==> config.mk <==
export PLATFORM = sky130hd
export DESIGN_NAME = traffic_countdown_display
export DESIGN_NICKNAME = d
export VERILOG_FILES = /design/src/rtl/traffic_pkg.sv /design/src/rtl/traffic_countdown_display_bin2bcd_seq.sv /design/src/rtl/traffic_countdown_display.sv
export SDC_FILE = /design/constraint.sdc
export NUM_CORES = 1
export LEC_CHECK = 0
export ABC_AREA = 1
export ABC_CLOCK_PERIOD_IN_PS = 3400
export CAP_MARGIN = 10
export CORE_MARGIN = 5
export CORE_UTILIZATION = 55
export DETAILED_ROUTE_END_ITERATION = 10
export GPL_TIMING_DRIVEN = 0
export PLACE_DENSITY = 0.81
export SKIP_LAST_GASP = 1
export SYNTH_ARGS = -nofsm -noshare
export SYNTH_HDL_FRONTEND = slang
export SYNTH_SLANG_ARGS = --single-unit
export TNS_END_PERCENT = 30
==> constraint.sdc <==
create_clock -name clk -period 3.4 [get_ports clk]
set_clock_uncertainty 0.1 [all_clocks]
set_input_delay 0.68 -clock clk [delete_from_list [all_inputs] [get_ports clk]]
set_output_delay 0.68 -clock clk [all_outputs]
set_load 0.05 [all_outputs]
==> src/rtl/traffic_pkg.sv <==
`default_nettype none
// +----------------------------------------------------------------------------+
// | traffic_pkg                                                                |
// | Shared lamp indices, digit slots, segment table and FSM encoding.          |
// | Revision: 1.0                                                              |
// +----------------------------------------------------------------------------+
package traffic_pkg;

  localparam int NS_RED    = 5;
  localparam int NS_YELLOW = 4;
  localparam int NS_GREEN  = 3;
  localparam int EW_RED    = 2;
  localparam int EW_YELLOW = 1;
  localparam int EW_GREEN  = 0;

  localparam logic [1:0] DIG_EW_UNITS = 2'd0;
  localparam logic [1:0] DIG_EW_TENS  = 2'd1;
  localparam logic [1:0] DIG_NS_UNITS = 2'd2;
  localparam logic [1:0] DIG_NS_TENS  = 2'd3;

  localparam logic [6:0] SEG_BLANK = 7'h7F;
  localparam logic [6:0] SEG_DASH  = 7'h3F;

  // Active-low {g,f,e,d,c,b,a} patterns for digits 0..9
  localparam logic [6:0] SEG_LUT [10] = '{
    7'h40, 7'h79, 7'h24, 7'h30, 7'h19,
    7'h12, 7'h02, 7'h78, 7'h00, 7'h10
  };

  typedef enum logic [1:0] {
    IDLE  = 2'd0,
    LOAD  = 2'd1,
    SHIFT = 2'd2,
    DONE  = 2'd3
  } state_e;

  function automatic logic [6:0] seg_of(input logic [3:0] d);
    seg_of = (d <= 4'd9) ? SEG_LUT[d] : SEG_DASH;
  endfunction

  // Each direction must show exactly one lamp, and the two greens never together
  function automatic logic lamps_legal(input logic [5:0] l);
    lamps_legal = ($countones(l[NS_RED:NS_GREEN]) == 1) &&
                  ($countones(l[EW_RED:EW_GREEN]) == 1) &&
                  !(l[NS_GREEN] && l[EW_GREEN]);
  endfunction

endpackage
`default_nettype wire

==> src/rtl/traffic_countdown_display_bin2bcd_seq.sv <==
`default_nettype none
// +----------------------------------------------------------------------------+
// | bin2bcd_seq                                                                |
// | Single-channel sequential double-dabble converter, one bit per ce tick.    |
// | Revision: 1.0                                                              |
// +----------------------------------------------------------------------------+
module bin2bcd_seq #(
  parameter int BIN_W = 7
) (
  input  logic             clk_i,
  input  logic             rst_ni,
  input  logic             ce_i,
  input  logic             start_i,
  input  logic             shift_i,
  input  logic [BIN_W-1:0] bin_i,
  output logic [7:0]       bcd_o,
  output logic             done_o
);

  localparam int CW = (BIN_W > 1) ? $clog2(BIN_W) : 1;

  logic [BIN_W-1:0] bin_q, bin_d;
  logic [7:0]       bcd_q, bcd_d, adj;
  logic [CW-1:0]    cnt_q, cnt_d;

  always_comb begin
    adj = bcd_q;
    if (adj[3:0] >= 4'd5) adj[3:0] = adj[3:0] + 4'd3;
    if (adj[7:4] >= 4'd5) adj[7:4] = adj[7:4] + 4'd3;
    bin_d = bin_q;
    bcd_d = bcd_q;
    cnt_d = cnt_q;
    if (start_i) begin
      bin_d = bin_i;
      bcd_d = '0;
      cnt_d = '0;
    end else if (shift_i) begin
      {bcd_d, bin_d} = {adj, bin_q} << 1;
      cnt_d          = cnt_q + 1'b1;
    end
  end

  always_ff @(posedge clk_i or negedge rst_ni) begin
    if (!rst_ni) begin
      bin_q <= '0;
      bcd_q <= '0;
      cnt_q <= '0;
    end else if (ce_i) begin
      bin_q <= bin_d;
      bcd_q <= bcd_d;
      cnt_q <= cnt_d;
    end
  end

  // Asserted during the tick that performs the final shift
  assign done_o = shift_i && (cnt_q == CW'(BIN_W - 1));
  assign bcd_o  = bcd_q;

endmodule
`default_nettype wire

==> src/rtl/traffic_countdown_display.sv <==
`default_nettype none
// +----------------------------------------------------------------------------+
// | traffic_countdown_display                                                  |
// | Converts NS/EW time-left to BCD and scans a 4-digit active-low display.    |
// | Optional blink of yellow-direction digits: TRAFFIC_DISPLAY_BLINK_EN.       |
// | Revision: 1.0                                                              |
// +----------------------------------------------------------------------------+
module traffic_countdown_display
  import traffic_pkg::*;
#(
  parameter int _lightsWidth   = 6,
  parameter int _timeLeftWidth = 7,
  parameter int _scanDiv       = 16,
  parameter int _blinkDiv      = 64
) (
  input  logic                      clk,
  input  logic                      rst,
  input  logic                      ce,
  input  logic [_lightsWidth-1:0]   lights,
  input  logic [_timeLeftWidth-1:0] timeLeftNS,
  input  logic [_timeLeftWidth-1:0] timeLeftEW,
  output logic [6:0]                seg,
  output logic [3:0]                an,
  output logic                      dp
);

  localparam int PW = (_scanDiv > 1) ? $clog2(_scanDiv) : 1;

  state_e state_q, state_d;
  logic   start, shift, commit, done_ns, done_ew;

  logic [_timeLeftWidth-1:0] clamp_ns, clamp_ew;
  logic [7:0]                bcd_ns, bcd_ew;

  logic [_lightsWidth-1:0] lcap_q, lcap_d, disp_l_q, disp_l_d;
  logic [7:0]              disp_ns_q, disp_ns_d, disp_ew_q, disp_ew_d;
  logic [PW-1:0]           presc_q, presc_d;
  logic [1:0]              digit_q, digit_d;
  logic [6:0]              seg_q, seg_d;
  logic [3:0]              an_q, an_d;
  logic                    dp_q, dp_d;
  logic                    blank_ns, blank_ew;

  assign clamp_ns = (timeLeftNS > _timeLeftWidth'(99)) ? _timeLeftWidth'(99) : timeLeftNS;
  assign clamp_ew = (timeLeftEW > _timeLeftWidth'(99)) ? _timeLeftWidth'(99) : timeLeftEW;

  always_comb begin
    state_d = state_q;
    start   = 1'b0;
    shift   = 1'b0;
    commit  = 1'b0;
    case (state_q)
      IDLE:  state_d = LOAD;
      LOAD: begin
        start   = 1'b1;
        state_d = SHIFT;
      end
      SHIFT: begin
        shift = 1'b1;
        if (done_ns && done_ew) state_d = DONE;
      end
      DONE: begin
        commit  = 1'b1;
        state_d = LOAD;
      end
      default: state_d = IDLE;
    endcase
  end

  bin2bcd_seq #(.BIN_W(_timeLeftWidth)) u_bcd_ns (
    .clk_i   (clk),
    .rst_ni  (rst),
    .ce_i    (ce),
    .start_i (start),
    .shift_i (shift),
    .bin_i   (clamp_ns),
    .bcd_o   (bcd_ns),
    .done_o  (done_ns)
  );

  bin2bcd_seq #(.BIN_W(_timeLeftWidth)) u_bcd_ew (
    .clk_i   (clk),
    .rst_ni  (rst),
    .ce_i    (ce),
    .start_i (start),
    .shift_i (shift),
    .bin_i   (clamp_ew),
    .bcd_o   (bcd_ew),
    .done_o  (done_ew)
  );

  always_comb begin
    lcap_d    = start  ? lights : lcap_q;
    disp_l_d  = commit ? lcap_q : disp_l_q;
    disp_ns_d = commit ? bcd_ns : disp_ns_q;
    disp_ew_d = commit ? bcd_ew : disp_ew_q;
    if (presc_q == PW'(_scanDiv - 1)) begin
      presc_d = '0;
      digit_d = digit_q + 2'd1;
    end else begin
      presc_d = presc_q + 1'b1;
      digit_d = digit_q;
    end
  end

`ifdef TRAFFIC_DISPLAY_BLINK_EN
  localparam int BW = (_blinkDiv > 1) ? $clog2(_blinkDiv) : 1;

  logic [BW-1:0] blink_q, blink_d;
  logic          phase_q, phase_d;
  logic          blink_wrap;

  assign blink_wrap = (blink_q == BW'(_blinkDiv - 1));
  assign blink_d    = blink_wrap ? '0 : blink_q + 1'b1;
  assign phase_d    = phase_q ^ blink_wrap;
  assign blank_ns   = disp_l_d[NS_YELLOW] && phase_d;
  assign blank_ew   = disp_l_d[EW_YELLOW] && phase_d;

  always_ff @(posedge clk or negedge rst) begin
    if (!rst) begin
      blink_q <= '0;
      phase_q <= 1'b0;
    end else if (ce) begin
      blink_q <= blink_d;
      phase_q <= phase_d;
    end
  end
`else
  assign blank_ns = 1'b0;
  assign blank_ew = 1'b0;
`endif

  // Outputs are decoded from next-state values so seg/an/dp move with the scan index
  always_comb begin
    seg_d = SEG_DASH;
    an_d  = ~(4'b0001 << digit_d);
    dp_d  = 1'b1;
    if (lamps_legal(disp_l_d)) begin
      case (digit_d)
        DIG_EW_UNITS: begin
          seg_d = seg_of(disp_ew_d[3:0]);
          dp_d  = ~disp_l_d[EW_YELLOW];
          if (blank_ew) begin
            seg_d = SEG_BLANK;
            dp_d  = 1'b1;
          end
        end
        DIG_EW_TENS: begin
          seg_d = (disp_ew_d[7:4] == 4'd0 || blank_ew) ? SEG_BLANK : seg_of(disp_ew_d[7:4]);
        end
        DIG_NS_UNITS: begin
          seg_d = seg_of(disp_ns_d[3:0]);
          dp_d  = ~disp_l_d[NS_YELLOW];
          if (blank_ns) begin
            seg_d = SEG_BLANK;
            dp_d  = 1'b1;
          end
        end
        default: begin
          seg_d = (disp_ns_d[7:4] == 4'd0 || blank_ns) ? SEG_BLANK : seg_of(disp_ns_d[7:4]);
        end
      endcase
    end
  end

  always_ff @(posedge clk or negedge rst) begin
    if (!rst) begin
      state_q   <= IDLE;
      lcap_q    <= '0;
      disp_l_q  <= '0;
      disp_ns_q <= '0;
      disp_ew_q <= '0;
      presc_q   <= '0;
      digit_q   <= '0;
      seg_q     <= SEG_BLANK;
      an_q      <= 4'hF;
      dp_q      <= 1'b1;
    end else if (ce) begin
      state_q   <= state_d;
      lcap_q    <= lcap_d;
      disp_l_q  <= disp_l_d;
      disp_ns_q <= disp_ns_d;
      disp_ew_q <= disp_ew_d;
      presc_q   <= presc_d;
      digit_q   <= digit_d;
      seg_q     <= seg_d;
      an_q      <= an_d;
      dp_q      <= dp_d;
    end
  end

  assign seg = seg_q;
  assign an  = an_q;
  assign dp  = dp_q;

endmodule
`default_nettype wire

# ---- Word-level counts from Yosys, hierarchy flattened
# Memory sizes are Yosys's and may differ from the RTL's.
# Cells that the tools add are included.
dict set report totals {
  memories 4
  out_inout_bits 12
  in_bits 23
  mem_bits_ro 448
  regBits 84
}
# memory depth word_bits read_ports rd_clocked_by_memory_dff wr line_no
set memory_table {}
lappend memory_table {{(no name shown)} 16 7 1 0 0 traffic_pkg.sv:38} ;# seg_of = (d <= 4'd9) ? SEG_LUT[d] : SEG_DASH;
lappend memory_table {{(no name shown)} 16 7 1 0 0 traffic_pkg.sv:38}
lappend memory_table {{(no name shown)} 16 7 1 0 0 traffic_pkg.sv:38}
lappend memory_table {{(no name shown)} 16 7 1 0 0 traffic_pkg.sv:38}
dict set report op_classes {
  n_bitwise 7
  add_sub_neg 12
  n_eq_ne 11
  magnitude_cmp 14
  shift 1
  reduce_logical 16
  mux 46
}
# operator n
set op_table {}
lappend op_table {{two-way mux 7 bit} 21}
lappend op_table {{two-way mux 8 bit} 6}
lappend op_table {{one-hot mux 7 bit (3 select lines)} 1}
lappend op_table {{greater-or-equal comparator 5 bit (second input constant)} 4}
lappend op_table {{NOT 4 -> 5 bit} 4}
lappend op_table {{two-way mux 3 bit} 6}
lappend op_table {{greater-or-equal comparator 4 x 3 -> 1 bit (second input constant)} 4}
lappend op_table {{<= comparator 4 bit (second input constant)} 4}
lappend op_table {{greater-than comparator 7 bit (second input constant)} 2}
lappend op_table {{two-way mux 4 bit} 3}
lappend op_table {{adder 4 x 2 -> 4 bit (second input constant)} 2}
lappend op_table {{logical NOT 4 bit} 2}
lappend op_table {{adder 2 x 1 -> 3 bit} 2}
lappend op_table {{adder 3 x 1 -> 3 bit (second input constant)} 2}
lappend op_table {{adder 3 x 2 -> 3 bit (second input constant)} 2}
lappend op_table {{== test 2 bit (second input constant)} 3}
lappend op_table {{== test 3 x 1 -> 1 bit (second input constant)} 2}
lappend op_table {{== test 3 bit (second input constant)} 2}
lappend op_table {{logical AND 1 bit} 6}
lappend op_table {{two-way mux 6 bit} 1}
lappend op_table {{one-hot mux 2 bit (3 select lines)} 1}
lappend op_table {{AND reduction 2 bit} 3}
lappend op_table {{adder 1 x 1 -> 2 bit} 2}
lappend op_table {{adder 4 x 1 -> 4 bit (second input constant)} 1}
lappend op_table {{14 further kinds} 21}

# ---- Depth between registers and ports, before layout
# Gate-level depths: netlist of the first run.
dict set report logic_depth {
  depth_word 11
  depth_mapped 18
  ltp_nobuf 16
}

# ---- Cells and area by module
# Synthesis of the first run repeated with hierarchy kept, for this count alone.
dict set report unflattened {
  cells_unflattened 730
  area_unflattened_um2 5441.5
}
# mod cells_per_inst area_per_inst_um2 n_inst
set by_module_without_submodules {}
lappend by_module_without_submodules {traffic_countdown_display 486 3489.6 1}
lappend by_module_without_submodules {bin2bcd_seq 122 975.9 2}

# ---- Worst setup path after synthesis of the first run
# OpenSTA, ideal clock, no wires.
dict set report synth_path {
  path_type {register -> register}
  start {register state_q[0]}
  end {register seg_q[2], in the netlist seg[2]}
  stages_incl_launch_ff 16
  setup_ns 0.076
  arrival_ns 2.235
  slack_ns 0.990
  path_cell_list {dfrtp_1 -> ha_1 -> buf_6 -> inv_2 -> buf_6 -> or2_0 -> o21a_1 -> inv_1 -> fa_1 -> nor2_1 -> nand3_1 -> o21bai_1 -> inv_2 -> nand2_1 -> nand2_1 -> nand2_1}
}
dict set report synth_between {
  elab_chain_len 11
  elab_cells_between_ends 45
}
# element line_no
set synth_rtl {}
lappend synth_rtl {{start, declared} traffic_countdown_display.sv:29} ;# state_e state_q, state_d;
lappend synth_rtl {{start signal, assigned} traffic_countdown_display.sv:179} ;# state_q <= state_d;
lappend synth_rtl {{== test 2 bit *} traffic_countdown_display.sv:52} ;# case (state_q)
lappend synth_rtl {{two-way mux 1 bit *} traffic_countdown_display.sv:52}
lappend synth_rtl {{two-way mux 8 bit (on tied branches)} {traffic_countdown_display.sv:95, traffic_countdown_display.sv:96}}
lappend synth_rtl {{NOT 4 -> 5 bit (not written as such)} traffic_pkg.sv:38}
lappend synth_rtl {{memory (16 x 7 bit)} n/a}
lappend synth_rtl {{two-way mux 7 bit (not written as such) (2 in series)} traffic_pkg.sv:38}
lappend synth_rtl {{two-way mux 7 bit} traffic_pkg.sv:38}
lappend synth_rtl {{two-way mux 7 bit (on tied branches)} {traffic_countdown_display.sv:160, traffic_countdown_display.sv:149}}
lappend synth_rtl {{one-hot mux 7 bit (3 select lines)} traffic_countdown_display.sv:139} ;# case (digit_d)
lappend synth_rtl {{two-way mux 7 bit *} traffic_countdown_display.sv:138} ;# if (lamps_legal(disp_l_d)) begin
lappend synth_rtl {{end signal, assigned} traffic_countdown_display.sv:186} ;# seg_q <= seg_d;
lappend synth_rtl {{end, declared} traffic_countdown_display.sv:39} ;# logic [6:0] seg_q, seg_d;
# Mark *: on every way between the ends. The rest lies on a longest branch, timed or not. The select of a mux whose other input is x is not followed.
# A chain may end at the register's enable or synchronous reset.

# ---- Final worst setup path of the first run
dict set report layout_path {
  start {register state_q[0]}
  end {register seg_q[5], in the netlist seg[5]}
}
# Same word-level chain as after synthesis.

==> metrics, run 1 <==
outcome=complete, no violations; Routed Antenna Nets=0; layout cells sized above 1=11.2%; Pint=3010 µW; Crit. End Element=flop; root buffer cell=clkbuf_8; Power Dens Cells=985 nW/µm²; critical path peak fanout=10; dpl hpwl=9060 µm; commonest non-fill, non-tap cell in the layout=nand2_1; compound-gate portion of the synthesized area=11.5%; Boundary Pins=35; Synth Area in Simple Gates=27.0%; CTS Buf Count=9; Resized cells post-CTS=0; height of the die=107 µm; worst vdd ir=0.000601 V; NumNets Final=782; CP Launch Type=flop; Relative slew margins=59.9%; first-pass GRT wire length=21,000 µm; hold slack final=0.0991 ns; largest family of logic cells by synthesized area=simple AND/OR/NAND/NOR gates; Worst Hold Class=input port to async pin; most frequent cells in the layout=232 x nand2_1, 79 x inv_1, 72 x dfrtp_1; die area=11,500 µm²; cell area after synthesis=5200 µm²; Total GRT Usage=22.6%; fin crit share=83.6%; Die Wd=107 µm; total grt overflow=0; Worst EP arrival=3.05 ns; Tmin final=2.84 ns; Slew @ Worst Pin=0.602 ns; clock transition at the registers of the reported paths=0.09 ns; Worst Path Required=3.61 ns; Post-synth ARST share=100%; port bufs=33; Clock Sinks=84; synthesized flop and latch total=84; Logic pwr share=58.0%; syn nets=737; endpoints failing setup=0; Layout Cells excl Fill=854; WL/cell=14.1 µm; endpoints failing hold=0; yosys warns=0; placed cells=838; Starting Density=56.3%; Top FF cell, synth=dfrtp_1; hold_buf cts=0; Synth Area in Adders=9.66%; pre-CTS setup slack=0.551 ns; vias in the first global route=4,682; mux cell area share after synthesis=2.07%; sequential share of the synthesized area=40.7%; max cap viols=0; WS Path Type=flop to flop; Vias=4,572; Area Growth Syn to Fin=14.0%; placer congestion estimate=0.890; router iterations before antenna repair=5; Clock Latency Late Sink=0.37 ns; DRT iter0 DRCs=262; initial antenna violation count=0; final WL=12,100 µm; H-tree depth=3; multi-input logic area=2660 µm²; Synth Area in XOR/XNOR=0.841%; Avg Inst Size Synth=7.71 µm²; Reg area=2120 µm²; CTS tree=done; Flop pwr share=28.6%; Via density=5.35; core area=9240 µm²; fill cell count=787; Sw Ratio=48.5%; drt drc=0; Max Fclk=352 MHz; # diodes=0; RSZ-0062 raised after global routing=no; Post-CTS Setup Inserts=0; Site Rows=35; final worst slack=0.556 ns; Pins Over Slew Limit=0; NetSw=2840 µW; Post-Synthesis Cells=675; reg2reg setup slack=0.56 ns; Clock Path Buffers=2; Post-synth EDFFs=0; largest net degree at the start of global routing=62; Cell variety after synth=43; clock share of power=13.3%; Leakage Power=0.00295 µW
[layout make-up]
type,count,share of cell area (%)
flip-flops and latches,84,35.7
well taps,129,2.72
repair buffers,34,5.99
clock buffers,11,2.55
plain buffers,19,1.83
clock inverters,5,1.01
inverters,86,5.44
multi-input cells,486,44.8
[flip-flops by register name, indices dropped and copies added, names as in the netlist]
register	flops
disp_ew_q	8
u_bcd_ew.cnt_q	3
digit_q	2
u_bcd_ns.bin_q	7
lcap_q	6
u_bcd_ew.bcd_o	8
disp_ns_q	8
dp	1
seg	7
disp_l_q	6
presc_q	4
u_bcd_ns.cnt_q	3
an	4
u_bcd_ns.bcd_o	8
state_q	2
u_bcd_ew.bin_q	7
[stage by stage]
stage / power [µW] / util (%) / area (µm²) / TNS, ns
after global routing: 6410 / 64.2 / 5930 / 0
after CTS: 5820 / 64.2 / 5930 / 0
after global placement: 4840 / 61.7 / 5700 / -108.05
after floorplan: 4220 / - / 5200 / 0
after detailed placement: 5030 / 61.9 / 5720 / 0
final: 5840 / 64.2 / 5930 / 0
[cells in the mapped netlist (4+ instances only)]
library cell  instances  share of area [%]
nand2_1             232                 17
inv_1                79                5.7
dfrtp_1              72                 35
nand3_1              50                4.8
o21ai_0              50                4.8
ha_1                 37                8.9
nor2_1               20                1.4
dfstp_2              12                6.1
o22ai_1              12                1.4
o21ai_1              10               0.96
a21oi_1               9               0.87
buf_2                 9               0.87
inv_2                 7               0.50
mux2_2                6                1.3
or2_2                 6               0.72
clkbuf_1              5               0.36
nand2_2               5               0.60
mux2i_1               4               0.77
nand2_4               4               0.87
o21a_1                4               0.58
o21ai_2               4               0.67
xor2_1                4               0.67
[critical path: stages, from the launching register on]
cell,delay [ns]
dfrtp_1,0.43
ha_1,0.19
buf_6,0.16
buf_2,0.27
mux2i_1,0.44
fa_1,0.46
nor2_1,0.11
nand3_1,0.08
o21bai_1,0.22
inv_2,0.13
nand2_1,0.08
nand2_1,0.06
nand2_1,0.05
[path summary, 6_finish.rpt]
path | startpoint | endpoint | cells past startpoint
min in group clk | seg[6]$_DFFE_PN1P_ | seg[6]$_DFFE_PN1P_ | 2
setup reg to reg | state_q[0]$_DFFE_PN0P_ | seg[5]$_DFFE_PN1P_ | 12
hold reg to reg | seg[6]$_DFFE_PN1P_ | seg[6]$_DFFE_PN1P_ | 2
setup / recovery | state_q[0]$_DFFE_PN0P_ | seg[5]$_DFFE_PN1P_ | 12
hold / removal | rst | lcap_q[2]$_DFFE_PN0P_ | 1
max in group asynchronous | rst | disp_ew_q[6]$_DFFE_PN0P_ | 2
[cell families (layout without fill, tap and decap cells)]
logic type,Yosys count,count (layout)
xor+xnor,5,5
compound gates,101,101
buf+inv,105,155
simple gates,331,331
mux,10,10
fa+ha+maj,39,39
flops,84,84
[routing by layer]
layer	track usage [%]	wire [µm]	vias up
met3	3.66	474	34
met4	9.22	339	0
met1	28.7	5320	2189
li1	-	-	2236
met2	38.5	5940	113
met5	0	0	-
[power by group through the flow]
stage | Clock (µW) | Sequential, µW | Combinational, µW
2_1_floorplan | 0 | 1730 | 2490
3_3_place_gp | 0 | 1660 | 3180
3_5_place_dp | 0 | 1690 | 3340
4_1_cts | 778 | 1670 | 3370
5_1_grt | 833 | 1730 | 3850
6_report | 777 | 1670 | 3390
(Power assumes the default switching activity.)
==> run 2, diff against run 1 <==
- ABC_CLOCK_PERIOD_IN_PS: 3400 -> 2800
- clock period: 3.4 -> 2.8 ns (I/O delays scaled with it)
==> metrics, run 2 (synthesis results as in run 1) <==
Vias=4,600; Worst Path Required=3.01 ns; final WL=12,000 µm; first-pass GRT wire length=21,000 µm; die area=11,500 µm²; Site Rows=35; Starting Density=56.3%; max cap viols=0; height of the die=107 µm; drt drc=0; Clock Latency Late Sink=0.37 ns; dpl hpwl=9060 µm; worst vdd ir=0.000755 V; clock transition at the registers of the reported paths=0.10 ns; core area=9240 µm²; root buffer cell=clkbuf_8; Via density=5.34; Slew @ Worst Pin=0.578 ns; DRT iter0 DRCs=262; most frequent cells in the layout=232 x nand2_1, 79 x inv_1, 72 x dfrtp_1; WS Path Type=flop to flop; WL/cell=13.9 µm; vias in the first global route=4,683; endpoints failing setup=0; Worst Path Buf+Inv=5; total grt overflow=0; layout cells sized above 1=12.3%; delay-heaviest family, CP=adder cells; Pins Over Slew Limit=0; fin crit share=94.3%; Relative slew margins=61.5%; critical path peak fanout=10; Area Growth Syn to Fin=15.6%; commonest non-fill, non-tap cell in the layout=nand2_1; Clock Path Buffers=2; placer congestion estimate=0.890; Clock Sinks=84; Routed Antenna Nets=0; NumNets Final=790; Critical Path Most Common Cell=nand2_1; post-layout util=65.1%; fill cell count=775; CTS Buf Count=9; outcome=complete, no violations; Worst EP arrival=2.85 ns; router iterations before antenna repair=5; Slowest-stage cell, CP=fa_1; # diodes=0; H-tree depth=3; initial antenna violation count=0; Crit. End Element=flop; Max Fclk=379 MHz; Boundary Pins=35; CTS tree=done; CP Launch Type=flop; crit-path cells=ha_1 -> buf_6 -> inv_2 -> buf_8 -> or2_0 -> o21a_1 -> inv_1 -> fa_1 -> nor2_1 -> nand3_1 -> o21bai_2 -> inv_2 -> nand2_1 -> nand2_1 -> nand2_1; largest net degree at the start of global routing=62; Die Wd=107 µm; Total GRT Usage=22.6%; Tmin final=2.64 ns; placed cells=838; Worst Hold Class=flop to flop; Power Dens Cells=1200 nW/µm²; port bufs=33; Layout Cells excl Fill=862; CP peak stage delay=0.46 ns; endpoints failing hold=0; Leakage Power=0.00298 µW; hold slack final=0.375 ns
[run 2: layout make-up]
| type | instances | area (µm²) | area share, % |
|---|---|---|---|
| inverters | 86 | 323 | 5.36 |
| well taps | 129 | 161 | 2.68 |
| clock buffers | 11 | 151 | 2.52 |
| flip-flops and latches | 84 | 2120 | 35.2 |
| plain buffers | 19 | 115 | 1.91 |
| clock inverters | 5 | 60.1 | 0.998 |
| repair buffers | 42 | 418 | 6.94 |
| multi-input cells | 486 | 2670 | 44.4 |
[run 2: worst register-to-register path: cells and delay by family (launching register included)]
family,cells,cell delay (ns)
buf+inv,5,0.51
fa+ha+maj,2,0.68
flops,1,0.42
simple gates,6,0.50
compound gates,2,0.37
[run 2: power breakdown]
part / internal, µW / switching [µW]
Clock: 463 / 486
Combinational: 1560 / 2660
Sequential: 1720 / 321
Total: 3740 / 3470
[run 2: what timing repair did]
action / in CTS / in global routing
endpoints found under the hold margin: 11 / 0
endpoints found under the setup margin: 6 / 8
buffers inserted: 0 / 7
resized for setup: 1 / 4
hold buffers: 1 / 0
[run 2: final timing paths]
path | startpoint | endpoint | slack (ns) | depth (start not counted)
min reg2reg | an[3]$_DFFE_PN1P_ | an[3]$_DFFE_PN1P_ | 0.37 | 2
max reg2reg | state_q[0]$_DFFE_PN0P_ | seg[5]$_DFFE_PN1P_ | 0.16 | 15
max | state_q[0]$_DFFE_PN0P_ | seg[5]$_DFFE_PN1P_ | 0.16 | 15
min in group asynchronous | rst | lcap_q[2]$_DFFE_PN0P_ | 0.51 | 2
max in group asynchronous | rst | disp_ew_q[4]$_DFFE_PN0P_ | 1.47 | 3
min | an[3]$_DFFE_PN1P_ | an[3]$_DFFE_PN1P_ | 0.37 | 2
[run 2: routing by layer]
layer  global-route usage, %  up-vias  part of all wire, %  wire length (µm)
met5                       0        -                    0                 0
met4                    9.22        0                  2.8               334
met3                    3.60       31                  4.6               552
met2                    38.5      122                   49              5940
met1                    28.7     2192                   43              5200
li1                        -     2255                    -                 -
[run 2: through the flow]
step                      setup slack [ns]  power, µW  instance area, µm²  setup TNS, ns
after detailed placement           -0.0486       6110                5720         -0.185
after global placement               -1.91       5880                5700        -148.37
after global routing              -0.00197       7900                6020       -0.00206
after floorplan                      0.390       5120                5200              0
final                                0.159       7200                6020              0
after CTS                           0.0225       7080                5950              0
==> run 3, diff against run 2 <==
- CORE_MARGIN: 5 -> default
==> metrics, run 3 (synthesis results as in run 1) <==
outcome=complete, no violations; Tmin final=2.62 ns; Area Growth Syn to Fin=14.9%; Total GRT Usage=26.2%; critical path endpoint=seg[3]$_DFFE_PN1P_; CP Launch Type=flop; total grt overflow=0; NumNets Final=787; Vias=4,562; Worst EP arrival=2.81 ns; fill cell count=767; first-pass GRT wire length=20,400 µm; Clock Path Buffers=2; die area=9860 µm²; vias in the first global route=4,487; DRT iter0 DRCs=228; setup TNS=0 ns; Power Dens Cells=1210 nW/µm²; commonest non-fill, non-tap cell in the layout=nand2_1; Site Rows=35; most frequent cells in the layout=231 x nand2_1, 79 x inv_1, 71 x dfrtp_1; placer congestion estimate=0.919; Via density=5.42; RSZ-0062 raised after global routing=no; Pins Over Slew Limit=0; Worst Hold Class=input port to async pin; layout cells sized above 1=12.3%; final WL=12,100 µm; reg2reg start=state_q[0]$_DFFE_PN0P_; Worst Path Required=2.99 ns; Worst setup startpoint=state_q[0]$_DFFE_PN0P_; fin crit share=93.6%; H-tree depth=3; Boundary Pins=35; endpoints failing hold=0; Starting Density=56.6%; reg2reg setup slack=0.18 ns; Leakage Power=0.00296 µW; port bufs=33; WL/cell=14.3 µm; Routed Antenna Nets=0; Die Wd=99.3 µm; Crit. End Element=flop; worst vdd ir=0.000614 V; initial antenna violation count=0; Relative slew margins=63.7%; total power=7230 µW; router iterations before antenna repair=5; endpoints failing setup=0; # diodes=0; clock transition at the registers of the reported paths=0.09 ns; dpl hpwl=9060 µm; max cap viols=0; FF-to-FF path depth=15; drt drc=0; CTS tree=done; core area=9200 µm²; root buffer cell=clkbuf_8; R2R Path End=seg[3]$_DFFE_PN1P_; Clock Latency Late Sink=0.36 ns; height of the die=99.3 µm; largest net degree at the start of global routing=53; Slew @ Worst Pin=0.545 ns; Clock Sinks=84; Max Fclk=381 MHz; critical path peak fanout=10; WS Path Type=flop to flop; CTS Buf Count=9
## run 3: worst min path at each step
stage | from | endpoint | slack, ns | depth (start not counted)
2_1_floorplan | rst | digit_q[0]$_DFFE_PN0P_ | 0.16 | 0
3_3_place_gp | seg[6]$_DFFE_PN1P_ | seg[6]$_DFFE_PN1P_ | 0.36 | 2
3_5_place_dp | seg[6]$_DFFE_PN1P_ | seg[6]$_DFFE_PN1P_ | 0.37 | 2
4_1_cts | rst | disp_ew_q[2]$_DFFE_PN0P_ | 0.05 | 1
5_1_grt | rst | presc_q[0]$_DFFE_PN0P_ | 0.07 | 1
6_report | rst | disp_ew_q[2]$_DFFE_PN0P_ | 0.04 | 1
## run 3: per-stage QoR
step                utilization (%)  hold WS [ns]  std cells  setup slack, ns  cell area (µm²)
global placement               61.7         0.358        819            -1.88             5670
detailed placement             62.0         0.366        820           0.0217             5700
floorplan                         -         0.164        675            0.390             5200
finish                         65.0        0.0399        841            0.178             5980
CTS                            64.2        0.0529        836           0.0140             5910
global route                   65.0        0.0683        841           0.0123             5980
## run 3: power by group
part	switching, µW	internal [µW]	leakage, µW	total (µW)
clock	456	463	0.0000959	919
combinational	2700	1570	0.00182	4270
sequential	320	1720	0.00105	2040
## run 3: repair_timing
item                                    CTS  global route
hold buffers                              0             0
cloned                                    0             0
endpoints found under the setup margin    1             8
endpoints found under the hold margin     0             0
pin swaps                                 0             1
resized for setup                         1             9
buffers inserted                          0             5
## run 3: final cells by class
class	count	area [µm²]	share of cell area [%]
timing repair buffer	39	393	6.57
clock inverter	3	45.0	0.753
clock buffer	13	159	2.66
multi-input combinational	486	2690	45.0
tap	111	139	2.32
sequential	84	2120	35.4
buffer	19	115	1.92
inverter	86	323	5.40
## run 3: worst max-delay path: stages (launching register included)
cell and delay (ns):
dfrtp_2 0.43, ha_1 0.22, buf_6 0.15, inv_2 0.07, buf_8 0.09, or2_0 0.11, o21a_1 0.15, inv_1 0.07
fa_1 0.47, nor2_1 0.12, nand3_1 0.08, o21bai_4 0.19, inv_2 0.12, nand2_1 0.07, nand2_1 0.06, nand2_1 0.05
## run 3: layer usage
metal / track usage (%) / wire length [µm] / vias to the layer above
li1: - / - / 2254
met1: 33.7 / 5380 / 2198
met2: 45.8 / 6010 / 95
met3: 4.01 / 502 / 15
met4: 7.92 / 174 / 0
met5: 0 / 0 / -
